==> src/rtl/hazard_unit.sv <==
// Pipeline hazard unit: detects load-use and branch-operand hazards for the ID
// instruction, requests a stall bubble, and tracks stall/flush statistics.
module hazard_unit (
    input  logic        clk,
    input  logic        rst_n,
    input  logic [5:0]  ID_opcode,
    input  logic [4:0]  ID_rs,
    input  logic [4:0]  ID_rt,
    input  logic        EX_MemRead,
    input  logic        EX_RegWrite,
    input  logic [4:0]  EX_dst,
    input  logic        MEM_MemRead,
    input  logic [4:0]  MEM_dst,
    input  logic        IF_Flush,
    output logic        hazard_detected,
    output logic        PC_Write,
    output logic        IFID_Write,
    output logic [15:0] stall_cycles,
    output logic [15:0] flush_cycles,
    output logic        hazard_error,
    output logic [1:0]  stall_state
);

    localparam logic [5:0] OpRtype = 6'b000000;
    localparam logic [5:0] OpLw    = 6'b100011;
    localparam logic [5:0] OpSw    = 6'b101011;
    localparam logic [5:0] OpAddi  = 6'b001000;
    localparam logic [5:0] OpBeq   = 6'b000100;

    localparam logic [15:0] CntMax = 16'hFFFF;

    typedef enum logic [1:0] {
        StRun    = 2'b00,
        StStall1 = 2'b01,
        StStall2 = 2'b10
    } stall_st_e;

    stall_st_e   state_q;
    logic [15:0] stall_cnt_q, stall_cnt_d;
    logic [15:0] flush_cnt_q, flush_cnt_d;
    logic        error_q, error_d;

    logic uses_rs, uses_rt, is_beq;
    logic match_ex, match_mem;
    logic load_use, br_alu, br_load, hz;

    // Decode which source fields the ID instruction actually reads.
    always_comb begin
        uses_rs = 1'b0;
        uses_rt = 1'b0;
        unique case (ID_opcode)
            OpRtype, OpSw, OpBeq: begin
                uses_rs = 1'b1;
                uses_rt = 1'b1;
            end
            OpLw, OpAddi: uses_rs = 1'b1;
            default: ;
        endcase
    end

    // Dependency matching and hazard classification; $zero never creates a dependency.
    always_comb begin
        is_beq    = (ID_opcode == OpBeq);
        match_ex  = (EX_dst != 5'd0) &&
                    ((uses_rs && (ID_rs == EX_dst)) || (uses_rt && (ID_rt == EX_dst)));
        match_mem = (MEM_dst != 5'd0) &&
                    ((uses_rs && (ID_rs == MEM_dst)) || (uses_rt && (ID_rt == MEM_dst)));
        load_use  = EX_MemRead && match_ex;
        // An ALU result in EX cannot yet be forwarded to the branch comparator in ID.
        br_alu    = is_beq && EX_RegWrite && !EX_MemRead && match_ex;
        // A load result is only available after MEM, so a branch waits one more cycle.
        br_load   = is_beq && MEM_MemRead && match_mem;
        hz        = load_use || br_alu || br_load;
    end

    // Zero-latency stall outputs, all forced low while reset is held.
    always_comb begin
        hazard_detected = hz && rst_n;
        PC_Write        = !hz && rst_n;
        IFID_Write      = !hz && rst_n;
    end

    // Stall-depth FSM: counts consecutive stall cycles up to STALL2.
    always_ff @(posedge clk or negedge rst_n) begin
        if (!rst_n) begin
            state_q <= StRun;
        end else begin
            case (state_q)
                StRun:    state_q <= hz ? StStall1 : StRun;
                StStall1: state_q <= hz ? StStall2 : StRun;
                StStall2: state_q <= hz ? StStall2 : StRun;
                default:  state_q <= StRun;
            endcase
        end
    end

    // Next-state for saturating counters and the sticky error flag.
    always_comb begin
        stall_cnt_d = stall_cnt_q;
        flush_cnt_d = flush_cnt_q;
        error_d     = error_q;
        if (hz) begin
            if (stall_cnt_q != CntMax) stall_cnt_d = stall_cnt_q + 16'd1;
        end else if (IF_Flush) begin
            // A stall takes priority, so a flush is only counted on a free cycle.
            if (flush_cnt_q != CntMax) flush_cnt_d = flush_cnt_q + 16'd1;
        end
        // Third consecutive stall cycle means the pipeline is stuck.
        if ((state_q == StStall2) && hz) error_d = 1'b1;
    end

    // Statistics and error registers.
    always_ff @(posedge clk or negedge rst_n) begin
        if (!rst_n) begin
            stall_cnt_q <= 16'd0;
            flush_cnt_q <= 16'd0;
            error_q     <= 1'b0;
        end else begin
            stall_cnt_q <= stall_cnt_d;
            flush_cnt_q <= flush_cnt_d;
            error_q     <= error_d;
        end
    end

    assign stall_cycles = stall_cnt_q;
    assign flush_cycles = flush_cnt_q;
    assign hazard_error = error_q;
    assign stall_state  = state_q;

endmodule

==> config.mk <==
export PLATFORM = sky130hd
export DESIGN_NAME = hazard_unit
export DESIGN_NICKNAME = d
export VERILOG_FILES = /design/src/rtl/hazard_unit.sv
export SDC_FILE = /design/constraint.sdc
export NUM_CORES = 1
export LEC_CHECK = 0
export CAP_MARGIN = 20
export CORE_MARGIN = 4
export CORE_UTILIZATION = 40
export DETAILED_ROUTE_END_ITERATION = 16
export PLACE_DENSITY = 0.75
export SKIP_CTS_REPAIR_TIMING = 1
export SYNTH_ARGS = -nofsm -noshare
export SYNTH_HDL_FRONTEND = slang
export SYNTH_SLANG_ARGS = --single-unit
==> constraint.sdc <==
create_clock -name clk -period 4.7 [get_ports clk]
set_input_delay 0.47 -clock clk [delete_from_list [all_inputs] [get_ports clk]]
set_output_delay 0.47 -clock clk [all_outputs]
set_load 0.01 [all_outputs]
==> flow_summary.json <==
{
  "clkLatencyLatePin_ns": 0.29,
  "initialDrtViolationCount": 128,
  "grt_max_degree": 33,
  "drive_gt1_frac": 0.0549,
  "synth_area_per_cell_um2": 10.4,
  "firstDrtPassIters": 4,
  "ios": 70,
  "cp_cell_sequence": "clkdlybuf4s50_1, xor2_1, nor3_1, nand3_1, a2111oi_4, buf_4, nor2_1, and2_1, clkdlybuf4s50_1",
  "slew_headroom": 0.662,
  "final_hold_viol_count": 0,
  "multi_input_area_um2": 1170,
  "fin_nets": 310,
  "cp_data_arrival_time_ns": 3.02,
  "grt_overflow": 0,
  "totalWireLength_um": 5010,
  "grt_pass1_wl_um": 8470,
  "antenna_found_initial": 0,
  "ant_nets": 0,
  "fp.coreArea_um2": 5110,
  "yosysMostFrequentCell": "dfrtp_1",
  "max_freq_mhz": 287,
  "area_delta_synth_final_pct": 40.9,
  "outcome": "complete, no violations",
  "yosys.area.top_type": "dfrtp_1",
  "fp.dieW_um": 80.4,
  "final_max_slew_viol_count": 0,
  "worstSetupEndpointType": "primary output",
  "async_flop_share": 1.00,
  "final-seq-area_um2": 876,
  "synth_edf_count": 0,
  "via_per_inst": 5.34,
  "hpwlAfterDp_um": 3960,
  "yosys_warnings": 0,
  "seq_area_frac_synth": 0.418,
  "cts_buffers": 5,
  "cts.reportedPaths.clkPinSlew_ns": 0.06,
  "ys_ff_latch": 35,
  "rsz0062_at_grt": "no",
  "num_vias": 1831,
  "place_congestion": 0.904,
  "cp_top_family": "buffers and inverters",
  "cts-root-buf": "clkbuf_8",
  "ys_types": 37,
  "grt_pass1_vias": 1839,
  "initial_utilization": 0.410,
  "num_antenna_cells": 0,
  "cp-start-kind": "input pin",
  "cap_viol_max_count": 0,
  "clock_skew_ns": 0.00916,
  "cts_sinks": 35,
  "cp_max_fo": 32,
  "peakVddDrop_uv": 134,
  "fp-row-count": 26,
  "synthFlopType": "dfrtp_1",
  "max_stage_delay_ns": 0.48,
  "min_period_over_period": 0.742,
  "worstSetupPathType": "input pin to primary output",
  "hp-class": "flip-flop to flip-flop",
  "syn_nets": 239,
  "p_per_area_nw_per_um2": 292,
  "finalSetupViolations": 0,
  "post-route-util": 0.578,
  "fillCellCount": 464,
  "wl_per_cell_um": 14.6,
  "required_ns": 4.23,
  "drc": 0,
  "synthTopCellsByCount": "35 x dfrtp_1, 26 x xor2_1, 23 x xnor2_1",
  "io_buffers": 69,
  "die_y_um": 80.4,
  "track_usage": 0.168,
  "synth_area_um2": 2100,
  "cts_tree": "done",
  "cpMaxStageDelayCell": "clkdlybuf4s50_1",
  "timing.critical_path.mode_cell": "clkdlybuf4s50_1",
  "fin_tns_setup_ns": 0,
  "clockBufferDepth": 2,
  "synth_top_cell_area_share": 0.418,
  "worst_slew_pin_slew_ns": 0.505,
  "fin_crit_ns": 3.49,
  "h-tree-depth": 2,
  "dieArea_um2": 6460,
  "synthCells": 202,
  "p_leak_nw": 1.19,
  "path_buf_inv": 3,
  "synth_area_leaders": "dfrtp_1 42%, xor2_1 11%, xnor2_1 9.6%"
}
metal layers:
metal | wire (um) | track usage | up-vias
met4 | 188 | 0.0895 | 0
met2 | 2260 | 0.262 | 82
met1 | 2090 | 0.207 | 851
met3 | 481 | 0.0527 | 14
li1 | - | - | 884
met5 | 0 | 0 | -
sequential cells by signal (all words and copies together), names as in the netlist:
signal        count
flush_cycles     16
hazard_error      1
stall_cycles     16
stall_state       2
final cells by class:
class | count | share of cell area
clock inverter | 1 | 0.00169
multi-input combinational | 154 | 0.396
clock buffer | 6 | 0.0280
tap | 70 | 0.0297
timing repair buffer | 72 | 0.242
sequential | 35 | 0.297
inverter | 5 | 0.00636
power by group:
part | internal, mW | leakage (nW) | switching [mW]
logic | 0.143 | 0.687 | 0.104
registers | 0.345 | 0.455 | 0.0541
clock network | 0.115 | 0.0470 | 0.102
worst paths after layout:
check	slack, ns	from	end	cells past startpoint
max in group asynchronous	3.46	rst_n	flush_cycles[7]$_DFFE_PN0P_	2
worst max register to register	2.49	flush_cycles[0]$_DFFE_PN0P_	flush_cycles[1]$_DFFE_PN0P_	6
worst min-delay path	0.47	hazard_error$_DFFE_PN0P_	hazard_error$_DFFE_PN0P_	1
worst min register to register	0.47	hazard_error$_DFFE_PN0P_	hazard_error$_DFFE_PN0P_	1
worst max-delay path	1.21	MEM_dst[3]	PC_Write	9
min in group asynchronous	0.52	rst_n	flush_cycles[9]$_DFFE_PN0P_	1
worst register-to-register path: stages (launching register included):
cell     delay [ns]
dfrtp_1        0.44
ha_1           0.20
nand3_1        0.10
nor2_1         0.36
a41o_1         0.56
nor3_1         0.14
mux2_2         0.29
layout by cell type, fill, tap and decap left out, drive strengths merged, types with 6 or more instances in the layout:
| cell | synthesis | routed |
|---|---|---|
| clkdlybuf4s50 | 0 | 69 |
| dfrtp | 35 | 35 |
| xor2 | 26 | 26 |
| xnor2 | 23 | 23 |
| nand3 | 12 | 12 |
| nor4 | 11 | 11 |
| o211ai | 8 | 8 |
| nand4 | 7 | 7 |
| and4 | 6 | 6 |
| and3 | 6 | 6 |
| clkbuf | 4 | 6 |
cell families (layout without fill, tap and decap cells):
kind of cell / after synthesis / in the layout / synth area share
AND/OR/NAND/NOR: 74 / 74 / 0.214
adder cells (fa/ha/maj): 5 / 5 / 0.0299
buffers and inverters: 13 / 84 / 0.0299
XOR/XNOR: 49 / 49 / 0.205
flip-flops: 35 / 35 / 0.418
multiplexers: 3 / 3 / 0.0161
AO/OA/AOI/OAI: 23 / 23 / 0.0872
through the flow:
stage | instance area, um2 | total power [mW] | cells | hold slack (ns) | setup WS [ns]
3_3_place_gp | 2870 | 0.649 | 336 | 0.453 | 1.28
2_1_floorplan | 2100 | 0.496 | 202 | 0.174 | 1.96
6_report | 2950 | 0.863 | 343 | 0.470 | 1.21
5_1_grt | 2950 | 0.919 | 343 | 0.498 | 1.04
4_1_cts | 2950 | 0.872 | 343 | 0.478 | 1.19
3_5_place_dp | 2870 | 0.653 | 336 | 0.463 | 1.18
Power figures use the tool's default switching activity.
